<file path="src/rtl/jk_counter_ctrl_if.sv">
// Command handshake and status bundle for the JK-bank up/down counter sequencer.
// The bench or host drives the master side; the sequencer is the slave.
interface jk_counter_ctrl_if #(
  parameter int WIDTH = 4,
  parameter int CNT_W = 8
);
  logic             cmd_valid;
  logic             cmd_ready;
  logic [1:0]       cmd_op;
  logic [WIDTH-1:0] cmd_data;
  logic [CNT_W-1:0] cmd_steps;
  logic [WIDTH-1:0] count;
  logic             busy;
  logic             done;
  logic             wrap;

  modport master (
    output cmd_valid, cmd_op, cmd_data, cmd_steps,
    input  cmd_ready, count, busy, done, wrap
  );

  modport slave (
    input  cmd_valid, cmd_op, cmd_data, cmd_steps,
    output cmd_ready, count, busy, done, wrap
  );
endinterface

</file>
<file path="src/rtl/jk_counter_ctrl.sv">
// Sequencer driving a bank of JK flip-flops as a loadable modulo-2^WIDTH up/down counter.
// Commands CLEAR/LOAD/UP n/DOWN n arrive on a valid/ready handshake; done and wrap are pulses.
module jk_counter_ctrl #(
  parameter int WIDTH = 4,
  parameter int CNT_W = 8
) (
  input  logic              clk,
  input  logic              reset,
  jk_counter_ctrl_if.slave  bus
);

  typedef enum logic [1:0] {INIT, IDLE, RUN, DONE} state_e;

  localparam logic [1:0] OP_CLEAR = 2'b00;
  localparam logic [1:0] OP_LOAD  = 2'b01;
  localparam logic [1:0] OP_UP    = 2'b10;
  localparam logic [1:0] OP_DOWN  = 2'b11;

  state_e           state_q, state_d;
  logic [1:0]       op_q, op_d;
  logic [WIDTH-1:0] data_q, data_d;
  logic [CNT_W-1:0] rem_q, rem_d;
  logic             ready_q, ready_d;
  logic             busy_q, busy_d;
  logic             done_q, done_d;
  logic             wrap_q, wrap_d;
  logic [WIDTH-1:0] bank_q, bank_d;
  logic [WIDTH-1:0] j_s, k_s, tog_s;
  logic             accept_s;

  // Ripple toggle mask: a bit flips when every lower bit is 1 (up) or 0 (down)
  always_comb begin
    logic carry_s;
    carry_s = 1'b1;
    tog_s   = {WIDTH{1'b0}};
    for (int i = 0; i < WIDTH; i++) begin
      tog_s[i] = carry_s;
      if (op_q == OP_UP) begin
        carry_s = carry_s & bank_q[i];
      end else begin
        carry_s = carry_s & ~bank_q[i];
      end
    end
  end

  // FSM next state, command capture and per-cell JK drive
  always_comb begin
    state_d  = state_q;
    op_d     = op_q;
    data_d   = data_q;
    rem_d    = rem_q;
    wrap_d   = 1'b0;
    j_s      = {WIDTH{1'b0}};
    k_s      = {WIDTH{1'b0}};
    accept_s = bus.cmd_valid && ready_q;
    case (state_q)
      INIT: begin
        k_s     = {WIDTH{1'b1}};
        state_d = IDLE;
      end
      IDLE: begin
        if (accept_s) begin
          op_d   = bus.cmd_op;
          data_d = bus.cmd_data;
          rem_d  = bus.cmd_steps;
          if (bus.cmd_op[1] && (bus.cmd_steps == {CNT_W{1'b0}})) begin
            state_d = DONE;
          end else begin
            state_d = RUN;
          end
        end else begin
          state_d = IDLE;
        end
      end
      RUN: begin
        case (op_q)
          OP_CLEAR: begin
            k_s     = {WIDTH{1'b1}};
            state_d = DONE;
          end
          OP_LOAD: begin
            j_s     = data_q;
            k_s     = ~data_q;
            state_d = DONE;
          end
          default: begin
            j_s    = tog_s;
            k_s    = tog_s;
            wrap_d = (op_q == OP_UP) ? (&bank_q) : (~|bank_q);
            if (rem_q != {CNT_W{1'b0}}) begin
              rem_d = rem_q - CNT_W'(1);
            end else begin
              rem_d = rem_q;
            end
            // rem_q is never 0 here for a real step command; treat it as last step
            if (rem_q <= CNT_W'(1)) begin
              state_d = DONE;
            end else begin
              state_d = RUN;
            end
          end
        endcase
      end
      DONE: begin
        state_d = IDLE;
      end
      default: begin
        state_d = INIT;
      end
    endcase
    ready_d = (state_d == IDLE);
    busy_d  = (state_d != IDLE);
    done_d  = (state_d == DONE);
  end

  // JK cell behaviour for every bit of the bank
  always_comb begin
    bank_d = bank_q;
    for (int i = 0; i < WIDTH; i++) begin
      case ({j_s[i], k_s[i]})
        2'b01:   bank_d[i] = 1'b0;
        2'b10:   bank_d[i] = 1'b1;
        2'b11:   bank_d[i] = ~bank_q[i];
        default: bank_d[i] = bank_q[i];
      endcase
    end
  end

  // The bank has no reset pin; reset forces INIT, which drives clear into every cell
  always_ff @(posedge clk) begin
    bank_q <= bank_d;
  end

  // FSM, command registers and registered status outputs
  always_ff @(posedge clk or posedge reset) begin
    if (reset) begin
      state_q <= INIT;
      op_q    <= OP_CLEAR;
      data_q  <= {WIDTH{1'b0}};
      rem_q   <= {CNT_W{1'b0}};
      ready_q <= 1'b0;
      busy_q  <= 1'b1;
      done_q  <= 1'b0;
      wrap_q  <= 1'b0;
    end else begin
      state_q <= state_d;
      op_q    <= op_d;
      data_q  <= data_d;
      rem_q   <= rem_d;
      ready_q <= ready_d;
      busy_q  <= busy_d;
      done_q  <= done_d;
      wrap_q  <= wrap_d;
    end
  end

  assign bus.cmd_ready = ready_q;
  assign bus.busy      = busy_q;
  assign bus.done      = done_q;
  assign bus.wrap      = wrap_q;
  assign bus.count     = bank_q;

endmodule
</file>
<file path="src/flat_wrapper.sv">
// flat-port wrapper written by rule: the top's interface ports become plain ports
module jk_counter_ctrl_flat 
#(
  parameter int WIDTH = 4,
  parameter int CNT_W = 8
)
  (clk, reset, bus_cmd_valid, bus_cmd_op, bus_cmd_data, bus_cmd_steps, bus_cmd_ready, bus_count, bus_busy, bus_done, bus_wrap);
  jk_counter_ctrl_if #(.WIDTH(WIDTH), .CNT_W(CNT_W)) bus_i ();
  input  logic clk;
  input  logic reset;
  input wire logic [$bits(bus_i.cmd_valid)-1:0] bus_cmd_valid;
  input wire logic [$bits(bus_i.cmd_op)-1:0] bus_cmd_op;
  input wire logic [$bits(bus_i.cmd_data)-1:0] bus_cmd_data;
  input wire logic [$bits(bus_i.cmd_steps)-1:0] bus_cmd_steps;
  output wire logic [$bits(bus_i.cmd_ready)-1:0] bus_cmd_ready;
  output wire logic [$bits(bus_i.count)-1:0] bus_count;
  output wire logic [$bits(bus_i.busy)-1:0] bus_busy;
  output wire logic [$bits(bus_i.done)-1:0] bus_done;
  output wire logic [$bits(bus_i.wrap)-1:0] bus_wrap;
  assign bus_i.cmd_valid = bus_cmd_valid;
  assign bus_i.cmd_op = bus_cmd_op;
  assign bus_i.cmd_data = bus_cmd_data;
  assign bus_i.cmd_steps = bus_cmd_steps;
  assign bus_cmd_ready = bus_i.cmd_ready;
  assign bus_count = bus_i.count;
  assign bus_busy = bus_i.busy;
  assign bus_done = bus_i.done;
  assign bus_wrap = bus_i.wrap;
  jk_counter_ctrl #(.WIDTH(WIDTH), .CNT_W(CNT_W)) u_core (.clk(clk), .reset(reset), .bus(bus_i));
endmodule
</file>
<file path="config.mk">
export PLATFORM = sky130hd
export DESIGN_NAME = jk_counter_ctrl_flat
export DESIGN_NICKNAME = d
export VERILOG_FILES = /design/src/rtl/jk_counter_ctrl_if.sv /design/src/rtl/jk_counter_ctrl.sv /design/src/flat_wrapper.sv
export SDC_FILE = /design/constraint.sdc
export NUM_CORES = 1
export LEC_CHECK = 0
export CORE_MARGIN = 1
export CORE_UTILIZATION = 52
export DETAILED_ROUTE_END_ITERATION = 16
export GPL_ROUTABILITY_DRIVEN = 0
export PLACE_DENSITY = 0.84
export SYNTH_ARGS = -nofsm -noshare
export SYNTH_HDL_FRONTEND = slang
export SYNTH_SLANG_ARGS = --single-unit
export TNS_END_PERCENT = 50
</file>
<file path="constraint.sdc">
create_clock -name clk -period 2.01 [get_ports clk]
set_input_delay 0.603 -clock clk [delete_from_list [all_inputs] [get_ports clk]]
set_output_delay 0.603 -clock clk [all_outputs]
set_load 0.01 [all_outputs]
</file>
Word level (Yosys, flattened, before mapping)
Index checks and enable logic that the tools add are counted.

operators by class
  add/subtract/negate cells = 1
  order comparisons = 1
  equality and inequality tests = 23
  muxes and demuxes = 23
  bitwise operators = 9
  reduce and logical (&&, ||, !) cells = 18

operators with widths
  cell                 count
  $eq 2x2->1 const B   12
  $mux 8               3
  $pmux 4 s2           3
  $pmux 8 s2           1
  $eq 2x1->1 const B   7
  $pmux 1 s3           4
  $reduce_bool 3->1    4
  $le 8x1->1 const B   1
  $logic_not 8->1      1
  $mux 1               8
  $reduce_and 4->1     2
  $reduce_bool 8->1    1
  $sub 8x1->8 const B  1
  $ne 2x1->1 const B   3
  $pmux 2 s3           1
  $and 1x1->1          4
  $logic_not 2->1      2
  $mux 2               2
  $mux 4               1
  $not 1->1            4
  $not 4->4            1
  $reduce_or 2->1      2
  $reduce_or 4->1      1
  $logic_and 1x1->1    2
  other kinds (4)      4

storage, ports and cells
  bits in registers = 24
  bits of input ports = 17
  output and inout port bits = 8
  logic and storage cells = 87

Longest topological paths before layout
Gate-level depths: netlist (run 1).

  word-level depth = 10
  gate-level depth with buffers = 7

Worst setup path before layout (run 1)
OpenSTA, ideal clock, no wires.

  path type = register to register
  start = register u_core.bank_q[0] (netlist: u_core.bus.count[0])
  end = register u_core.bank_q[3] (netlist: u_core.bus.count[3]) (enable)
  library setup time = 0.292 ns
  arrival = 1.340 ns
  slack = 0.378 ns
  stages on the path, launching flop included = 5
  path buffers = 0
  clock period less this slack = 1.632 ns
  cell sequence = edfxtp_1 or3b_1 a31o_1 a21o_1 nand2b_1

on the way
  cells in the longest elaborated chain, start to end = 10
  elaborated cells between the ends (all ways) = 16
  those cells by class = eq/ne (3); mux (7); bitwise (5); reduce/logical (1)

RTL lines
  what                                             line                                          source
  start, declared                                  jk_counter_ctrl.sv:27                         logic [WIDTH-1:0] bank_q, bank_d;
  start signal, assigned                           jk_counter_ctrl.sv:131                        bank_q <= bank_d;
  $not 1->1                                        jk_counter_ctrl.sv:41                         carry_s = carry_s & ~bank_q[i];
  $mux 1 *                                         jk_counter_ctrl.sv:38                         if (op_q == OP_UP) begin
  $and 1x1->1, on equally long branches            jk_counter_ctrl.sv:41, jk_counter_ctrl.sv:39
  $mux 1 *                                         jk_counter_ctrl.sv:38
  $and 1x1->1, on equally long branches            jk_counter_ctrl.sv:41, jk_counter_ctrl.sv:39
  $mux 1 *                                         jk_counter_ctrl.sv:38
  $pmux 4 s2                                       jk_counter_ctrl.sv:76                         case (op_q)
  $pmux 4 s2 / $mux 4 (equally long branches)      jk_counter_ctrl.sv:56                         case (state_q)
  $eq 2x1->1 / $eq 2x2->1 (equally long branches)  jk_counter_ctrl.sv:120                        case ({j_s[i], k_s[i]})
  $reduce_bool 3->1 (no source line) *             -

Mark *: on every way between the ends. The rest lies on a longest branch, timed or not.
A chain may end at the register's enable or synchronous reset.

Final worst setup path (run 1)
  start = register u_core.bank_q[2] (netlist: u_core.bus.count[2])
  end = output port bus_count[2]

RTL lines
  what           line                source
  end, declared  flat_wrapper.sv:16  output wire logic [$bits(bus_i.count)-1:0] bus_count;

No word-level cell between the ends.

==> results of run 1 <==
kinds of logic after synthesis:
family                     after synthesis  synth area share [%]
DFF                                     24                  43.7
and+or+nand+nor                         49                  20.6
xor gates and xnor gates                 2                  1.23
adders and majority gates                7                  6.16
AOI/OAI and AO/OA                       35                  18.2
buffers and inverters                   14                  4.66
muxes                                    7                  5.45
registers in the layout, summed over array words and instances (netlist names):
signal and flops:
u_core.state_q 2, u_core.op_q 2, u_core.bus.wrap 1, u_core.bus.cmd_ready 1, u_core.bus.busy 1, u_core.bus.count 4, u_core.rem_q 8, u_core.bus.done 1
u_core.data_q 4
timing repair:
action,CTS,global route
gates resized for setup,0,2
endpoints found under the hold margin,0,0
buffers inserted,1,0
setup endpoints to repair,1,2
through the flow:
step	power, mW	util (%)
5_1_grt	2.66	69.3
2_1_floorplan	1.81	-
6_report	2.48	69.3
4_1_cts	2.48	69.1
3_5_place_dp	2.23	67.8
3_3_place_gp	2.19	67.8
routing by layer:
layer | global-route usage [%] | vias up | wire, um
met5 | 0 | - | 0
met4 | 8.12 | 0 | 40
met3 | 2.50 | 5 | 102
met2 | 40.0 | 34 | 1500
met1 | 29.2 | 573 | 1360
li1 | - | 564 | -
cell usage in the layout, fill, tap and decap left out, types with 4 or more instances in the layout:
cell type and instances:
buf_4 7, nor2_1 10, and3_1 4, nand2_1 6, o22ai_1 4, nand2b_1 4
dfrtp_1 19, ha_1 7, mux2_1 6, clkdlybuf4s50_1 22, inv_1 7, a21oi_1 7
edfxtp_1 4
worst paths after layout:
path | from | depth (start not counted) | slack (ps) | to
min | u_core.data_q[3]$_DFFE_PP0P_ | 1 | 510 | u_core.data_q[3]$_DFFE_PP0P_
max | u_core.bus.count[2]$_DFFE_PP_ | 1 | 70 | bus_count[2]
max reg2reg | u_core.bus.count[0]$_DFFE_PP_ | 5 | 260 | u_core.bus.count[3]$_DFFE_PP_
min reg2reg | u_core.data_q[3]$_DFFE_PP0P_ | 1 | 510 | u_core.data_q[3]$_DFFE_PP0P_
max in group asynchronous | reset | 3 | 1170 | u_core.bus.busy$_DFF_PP1_
min in group asynchronous | reset | 3 | 570 | u_core.data_q[0]$_DFFE_PP0P_
cell type report:
cell class | instances | area, sq um
clock buffer | 3 | 22.5
fill | 197 | 774
sequential | 24 | 622
multi-input combinational | 100 | 734
timing repair buffer | 31 | 298
tap | 30 | 37.5
inverter | 8 | 30.0
clock inverter | 1 | 3.75
where the power goes:
part           switching [mW]  internal, mW
clock network           0.149        0.0730
logic                   0.634         0.630
registers               0.235         0.756
total                    1.02          1.46
==> summary.md, run 1 <==
| Metric | Value |
|---|---|
| Synth top area cells | dfrtp_1 (33%), edfxtp_1 (8.4%), ha_1 (6.2%), mux2_1 (4.7%), nor2_1 (2.6%) |
| Async set-or-reset flop fraction in the synthesized netlist | 83.3% |
| Gr ovfl total | 0 |
| GRT Total Usage | 23.0% |
| Critical Path RT | 1410 ps |
| CTS root buffer | clkbuf_4 |
| Clk buf depth | 2 |
| Post-DP Area | 1710 sq um |
| Max_slew headroom | 72.7% |
| Final hold slack | 506 ps |
| Clk sinks | 24 |
| Layout cells sized above 1 | 12.0% |
| Top-count cell post-synth | dfrtp_1 |
| Die Area | 2950 sq um |
| Worst setup SP type | flop |
| Area Growth Syn to Fin | 22.9% |
| ANT nets after route | 0 |
| Synth cell count leaders | dfrtp_1 (19), nor2_1 (10), a21oi_1 (7), ha_1 (7), inv_1 (7) |
| Max Cap Violations | 0 |
| Max Slew Vio Count | 0 |
| Residual DRC | 0 |
| Fin cells | 197 |
| WP data arrival | 1340 ps |
| #FFs+latches synth | 24 |
| Vias | 1,176 |
| Hold WC Path Type | reg -> reg |
| Wire per inst | 15.2 um |
| Worst-Skew Late Latency | 330 ps |
| Most used flip-flop cell after synthesis | dfrtp_1 |
| Crit path cell chain | clkdlybuf4s50_1 |
| Largest net degree at the start of global routing | 21 |
| Placed insts | 192 |
| Final worst path period share | 96.5% |
| Sum Neg Setup Slack | 0 ps |
| CP max FO | 5 |
| TritonCTS clock tree | yes |
| Cell Area, Synth | 1420 sq um |
| Synthesis warning total | 0 |
| Initial drt markers | 28 |
| Slowest cell on crit path | clkdlybuf4s50_1 |
| Critical path type | reg -> out |
| Vias in the first global route | 1,085 |
| Outcome | finished, final reports clean |
| DIE WIDTH | 54.3 um |
| Final worst slack | 70.7 ps |
| Number of buffers added on ports | 24 |
| Routed WL | 3000 um |
| ANT cells | 0 |
| Peak Freq | 516 MHz |
| Largest area contributor in the netlist | dfrtp_1 |
| Post-synth top area share | 33.4% |
| Number of synthesized flops with an enable pin | 4 |
| CTS Buf Count | 3 |
| Sequential area share after synthesis | 43.7% |
| Setup Skew | 12.0 ps |
| # IOs | 25 |
| # setup viols final | 0 |
| Vias/cell | 5.97 |
| DR pass1 iterations | 4 |
| Gate count of the mapped netlist | 138 |
| Slowest stage delay, CP | 560 ps |
| Leak | 0.753 nW |
| Critical Path End Type | output pin |
| Core area | 2520 sq um |
| Initial core utilization | 56.4% |
| Syn avg cell area | 10.3 sq um |
| Post-route minimum period | 1940 ps |
| Buf+Inv Stages, Crit Path | 1 |
| P per Cell Area | 1420 nW/um^2 |
| Final Hold Fails | 0 |
| Die Y | 54.3 um |
| Placement Rows | 18 |
| Cell variety after synth | 53 |
| CTS clock-pin slew for the worst setup and hold paths | 140 ps |
| # nets final | 192 |
| First-pass GRT wire length | 4860 um |
| Slew @ Worst Pin | 410 ps |
| DP Worst Slack | -26.1 ps |
| Worst VDD drop | 0.000901 V |
| CTS Hold Bufs | 0 |
| Antenna violations before repair | 0 |
| CP top delay family | buffers and inverters |
| H-Tree Depth | 1 |
| DP HPWL | 2210 um |
| RSZ-0062 raised after global routing | false |
| Post-route cell area | 1750 sq um |
| Post-synthesis net count | 162 |
(Power assumes the default switching activity.)
==> run 2, diff against run 1 <==
- REMOVE_ABC_BUFFERS: default -> 1
==> summary.md, run 2 (synthesis gave the netlist of run 1 again) <==
| Metric | Value |
|---|---|
| Clk sinks | 24 (unchanged) |
| Die Y | 54.3 um (unchanged) |
| Worst VDD drop | 0.00117 V (+30%) |
| CTS clock-pin slew for the worst setup and hold paths | 140 ps (about the same) |
| WP data arrival | 1360 ps (+20 ps) |
| Wire per inst | 16.9 um (+11%) |
| Slew @ Worst Pin | 411 ps (+1.42 ps) |
| Post-route minimum period | 1970 ps (+27.0 ps) |
| Antenna violations before repair | 0 (unchanged) |
| Routed WL | 3400 um (+14%) |
| DR pass1 iterations | 4 (unchanged) |
| Buf+Inv Stages, Crit Path | 1 (unchanged) |
| DIE WIDTH | 54.3 um (unchanged) |
| Max_slew headroom | 72.5% (-0.13 points) |
| CTS Hold Bufs | 0 (unchanged) |
| Most frequent cells in the layout | clkdlybuf4s50_1 (22), dfrtp_1 (19), buf_4 (11) |
| Clk buf depth | 2 (unchanged) |
| Peak Freq | 509 MHz (-1.4%) |
| Most common cell after layout, fill and taps aside | clkdlybuf4s50_1 |
| Slowest stage delay, CP | 570 ps (about the same) |
| Leak | 0.784 nW (+4.1%) |
| Initial drt markers | 30 (+7.1%) |
| ANT nets after route | 0 (unchanged) |
| TritonCTS clock tree | yes |
| CTS Buf Count | 3 (unchanged) |
| GRT Total Usage | 26.1% (+3.1 points) |
| Number of buffers added on ports | 24 (unchanged) |
| Vias/cell | 6.15 (+3.1%) |
| # nets final | 196 (+2.1%) |
| Worst setup SP type | flop |
| Post-DP Area | 1710 sq um (unchanged) |
| Critical Path RT | 1410 ps (about the same) |
| Post-route cell area | 1800 sq um (+3.2%) |
| Setup Skew | 1.37 ps (-10.6 ps) |
| DP HPWL | 2430 um (+9.9%) |
| P per Cell Area | 1500 nW/um^2 (+6.0%) |
| Post-layout util | 71.5% (+2.2 points) |
| CP max FO | 6 (+1) |
| Top reg by flops | u_core.rem_q |
| Hold WC Path Type | reg -> reg |
| Critical path type | reg -> out |
| Area Growth Syn to Fin | 26.8% |
| Largest net degree at the start of global routing | 15 (-29%) |
| First-pass GRT wire length | 5420 um (+11%) |
| Layout cells sized above 1 | 14.6% (+2.6 points) |
| Fillcell total | 196 (-0.51%) |
| # IOs | 25 (unchanged) |
| Placement Rows | 18 (unchanged) |
| H-Tree Depth | 1 (unchanged) |
| Max reg flops | 8 (unchanged) |
| Outcome | finished, final reports clean |
| Initial core utilization | 56.4% (unchanged) |
| CTS root buffer | clkbuf_4 |
| Max Cap Violations | 0 (unchanged) |
| Worst-Skew Late Latency | 330 ps (about the same) |
| ANT cells | 0 (unchanged) |
| Final worst path period share | 97.8% (+1.3 points) |
| Crit path cell chain | clkdlybuf4s50_1 |
| # setup viols final | 0 (unchanged) |
| Vias | 1,237 (+5.2%) |
| CP top delay family | buffers and inverters |
| Core area | 2520 sq um (unchanged) |
| Vias in the first global route | 1,206 (+11%) |
| Max Slew Vio Count | 0 (unchanged) |
| Die Area | 2950 sq um (unchanged) |
| Residual DRC | 0 (unchanged) |
| Slowest cell on crit path | clkdlybuf4s50_1 |
| Final Hold Fails | 0 (unchanged) |
| Gr ovfl total | 0 (unchanged) |
| Critical Path End Type | output pin |
run 2: cell type report:
class | count | area [sq um] | share of cell area [%]
clock buffer | 3 | 22.5 | 1.25
clock inverter | 1 | 30.0 | 1.66
inverter | 8 | 30.0 | 1.66
multi-input combinational | 100 | 734 | 40.7
sequential | 24 | 622 | 34.5
tap | 30 | 37.5 | 2.08
timing repair buffer | 35 | 328 | 18.2
run 2: worst paths after layout:
path / slack (ps) / endpoint / cells after the start / from
setup reg to reg: 170 / u_core.rem_q[2]$_DFFE_PP0P_ / 6 / u_core.state_q[0]$_DFF_PP0_
setup / recovery: 40 / bus_count[0] / 1 / u_core.bus.count[0]$_DFFE_PP_
min in group asynchronous: 540 / u_core.bus.cmd_ready$_DFF_PP0_ / 2 / reset
max in group asynchronous: 970 / u_core.rem_q[2]$_DFFE_PP0P_ / 3 / reset
hold reg to reg: 520 / u_core.data_q[2]$_DFFE_PP0P_ / 1 / u_core.data_q[2]$_DFFE_PP0P_
hold / removal: 520 / u_core.data_q[2]$_DFFE_PP0P_ / 1 / u_core.data_q[2]$_DFFE_PP0P_
run 2: where the power goes:
part	leakage, nW	total (mW)	switching, mW	internal, mW
combinational	0.479	1.34	0.667	0.676
clock	0.0279	0.364	0.162	0.202
sequential	0.278	1.00	0.247	0.756
total	0.784	2.71	1.08	1.63
run 2: worst reg2reg max path, stage by stage, from the launching register on:
cell     delay, ps
dfrtp_1        400
inv_1           70
ha_1           310
and2b_1        230
o21ai_2        310
nor3_2          80
o32a_1         340
run 2: per-stage QoR:
| stage | hold slack, ps | instances | power [mW] | setup WS (ps) | TNS, ps |
|---|---|---|---|---|---|
| 2_1_floorplan | 458 | 132 | 1.78 | 285 | 0 |
| 3_3_place_gp | 476 | 192 | 2.19 | 8.23 | 0 |
| 3_5_place_dp | 498 | 192 | 2.26 | -32.5 | -44.8 |
| 4_1_cts | 529 | 196 | 2.63 | 4.20 | 0 |
| 5_1_grt | 554 | 201 | 2.89 | -4.82 | -4.82 |
| 6_report | 523 | 201 | 2.71 | 43.7 | 0 |
run 2: what timing repair did:
action / 4_1_cts / 5_1_grt
buffers inserted: 0 / 5
hold endpoints to repair: 0 / 0
gates resized for setup: 0 / 2
endpoints found under the setup margin: 0 / 4
run 2: per-layer routing:
| metal | up-vias | track usage [%] | wire, um |
|---|---|---|---|
| met5 | - | 0 | 0 |
| met4 | 0 | 11.1 | 50 |
| met3 | 8 | 4.44 | 175 |
| li1 | 570 | - | - |
| met1 | 620 | 33.3 | 1530 |
| met2 | 39 | 43.3 | 1650 |
==> run 3, diff against run 2 <==
- clock period: 2.01 -> 1.9 ns (I/O delays scaled with it)
==> summary.md, run 3 (synthesis gave the netlist of run 1 again) <==
| Metric | Value |
|---|---|
| CP max FO | 2 (-4) |
| Slowest stage delay, CP | 540 ps (-30 ps) |
| Die Area | 2950 sq um (unchanged) |
| Gr ovfl total | 0 (unchanged) |
| FF-to-FF setup slack | 170 ps (about the same) |
| First-pass GRT wire length | 5280 um (-2.7%) |
| ANT cells | 0 (unchanged) |
| Initial core utilization | 56.4% (unchanged) |
| Most frequent cells in the layout | clkdlybuf4s50_1 (20), dfrtp_1 (19), nor2_1 (10) |
| Hold Path Depth | 1 (unchanged) |
| Max reg flops | 8 (unchanged) |
| Routed WL | 3180 um (-6.5%) |
| Wire per inst | 16.1 um (-5.1%) |
| Worst setup SP type | flop |
| Final worst path period share | 95.9% |
| GRT Total Usage | 25.5% (-0.64 points) |
| Crit path cell chain | clkdlybuf4s50_1 |
| Worst R2R End | u_core.bus.count[3]$_DFFE_PP_ |
| Vias | 1,194 (-3.5%) |
| Most common cell after layout, fill and taps aside | clkdlybuf4s50_1 |
| Slowest cell on crit path | clkdlybuf4s50_1 |
| Sum Neg Setup Slack | 0 ps (unchanged) |
| Vias in the first global route | 1,122 (-7.0%) |
| DIE WIDTH | 54.3 um (unchanged) |
| Hold Path End | u_core.data_q[0]$_DFFE_PP0P_ |
| Core area | 2520 sq um (unchanged) |
| Largest net degree at the start of global routing | 21 (+6) |
| DR pass1 iterations | 4 (unchanged) |
| Die Y | 54.3 um (unchanged) |
| Clk buf depth | 2 (unchanged) |
| Number of buffers added on ports | 24 (unchanged) |
| Critical Path RT | 1330 ps (-80 ps) |
| Antenna violations before repair | 0 (unchanged) |
| H-Tree Depth | 1 (unchanged) |
| WP data arrival | 1250 ps (-110 ps) |
| Final Hold Fails | 0 (unchanged) |
| Fin cells | 198 (-1.5%) |
| CTS root buffer | clkbuf_4 |
| R2r startpoint | u_core.bus.count[0]$_DFFE_PP_ |
| Worst VDD drop | 0.00107 V (-8.8%) |
| Post-layout util | 70.6% (-0.94 points) |
| ANT nets after route | 0 (unchanged) |
| # IOs | 25 (unchanged) |
| Slew @ Worst Pin | 393 ps (-18.8 ps) |
| Critical Path End Type | output pin |
| Vias/cell | 6.03 (-2.0%) |
| Post-route minimum period | 1820 ps |
| CTS Hold Bufs | 0 (unchanged) |
| Layout cells sized above 1 | 14.3% (-0.33 points) |
| Clk sinks | 24 (unchanged) |
| Hold WC Path Type | reg -> reg |
| Residual DRC | 0 (unchanged) |
| Area Growth Syn to Fin | 25.2% |
| Fillcell total | 195 (-0.51%) |
| Peak Freq | 549 MHz |
| Max Slew Vio Count | 0 (unchanged) |
| RSZ-0062 raised after global routing | false |
| Setup Skew | 3.37 ps (+2.00 ps) |
| Buf+Inv Stages, Crit Path | 1 (unchanged) |
| FF-to-FF path depth | 5 (-1) |
| P per Cell Area | 1560 nW/um^2 (+3.7%) |
| Top reg by flops | u_core.rem_q |
| Outcome | finished, final reports clean |
| Hold Startpoint | u_core.data_q[0]$_DFFE_PP0P_ |
| Critical path type | reg -> out |
| DP HPWL | 2330 um (-4.0%) |
| Initial drt markers | 27 (-10%) |
| Placed insts | 193 (+0.52%) |
| Placement Rows | 18 (unchanged) |
| Max Cap Violations | 0 (unchanged) |
| # setup viols final | 0 (unchanged) |
| CP Launch Point | u_core.bus.count[0]$_DFFE_PP_ |
| CTS clock-pin slew for the worst setup and hold paths | 140 ps (about the same) |
| CTS Buf Count | 3 (unchanged) |
| CP top delay family | buffers and inverters |
| TritonCTS clock tree | yes |
| # nets final | 193 (-1.5%) |
| Worst-Skew Late Latency | 320 ps (about the same) |
| Max_slew headroom | 73.8% (+1.3 points) |
| Leak | 0.755 nW (-3.7%) |
## run 3: worst max path at each step
stage	endpoint	slack, ps	depth (start not counted)
after floorplan	u_core.bus.count[3]$_DFFE_PP_	180	6
final	bus_count[0]	80	1
after detailed placement	u_core.rem_q[2]$_DFFE_PP0P_	-100	5
after global routing	bus_count[0]	20	1
after CTS	bus_count[0]	60	1
after global placement	u_core.rem_q[2]$_DFFE_PP0P_	-60	5
## run 3: area by class of cell
cell class / count / area [sq um] / share of cell area [%]
clock buffers: 3 / 22.5 / 1.26
flip-flops and latches: 24 / 622 / 34.9
multi-input cells: 100 / 743 / 41.7
well taps: 30 / 37.5 / 2.11
inverters: 8 / 30.0 / 1.69
clock inverters: 1 / 30.0 / 1.69
repair buffers: 32 / 295 / 16.6
## run 3: what timing repair did
item                       CTS  global route
setup endpoints to repair    5             5
setup buffers                1             0
resized for setup            4             2
## run 3: per-layer routing
| layer | part of all wire (%) | wire (um) | track usage (%) | up-vias |
|---|---|---|---|---|
| met1 | 46 | 1460 | 33.8 | 581 |
| met4 | 1.0 | 33 | 10.3 | 0 |
| met2 | 49 | 1560 | 41.7 | 37 |
| met3 | 4.1 | 131 | 3.33 | 4 |
| met5 | 0 | 0 | 0 | - |
| li1 | - | - | - | 572 |
## run 3: where the power goes
group,switching (mW),internal (mW),total (mW)
combinational,0.660,0.653,1.31
sequential,0.281,0.800,1.08
clock,0.163,0.213,0.376
total,1.10,1.67,2.77
## run 3: metrics by stage
stage               setup slack [ps]  power, mW  instance area (sq um)  hold WS, ps
global route                    18.8       2.98                   1780          546
CTS                             61.6       2.75                   1770          509
detailed placement             -99.3       2.39                   1720          475
finish                          78.6       2.77                   1780          509
floorplan                        175       1.88                   1390          458
global placement               -62.0       2.31                   1720          474
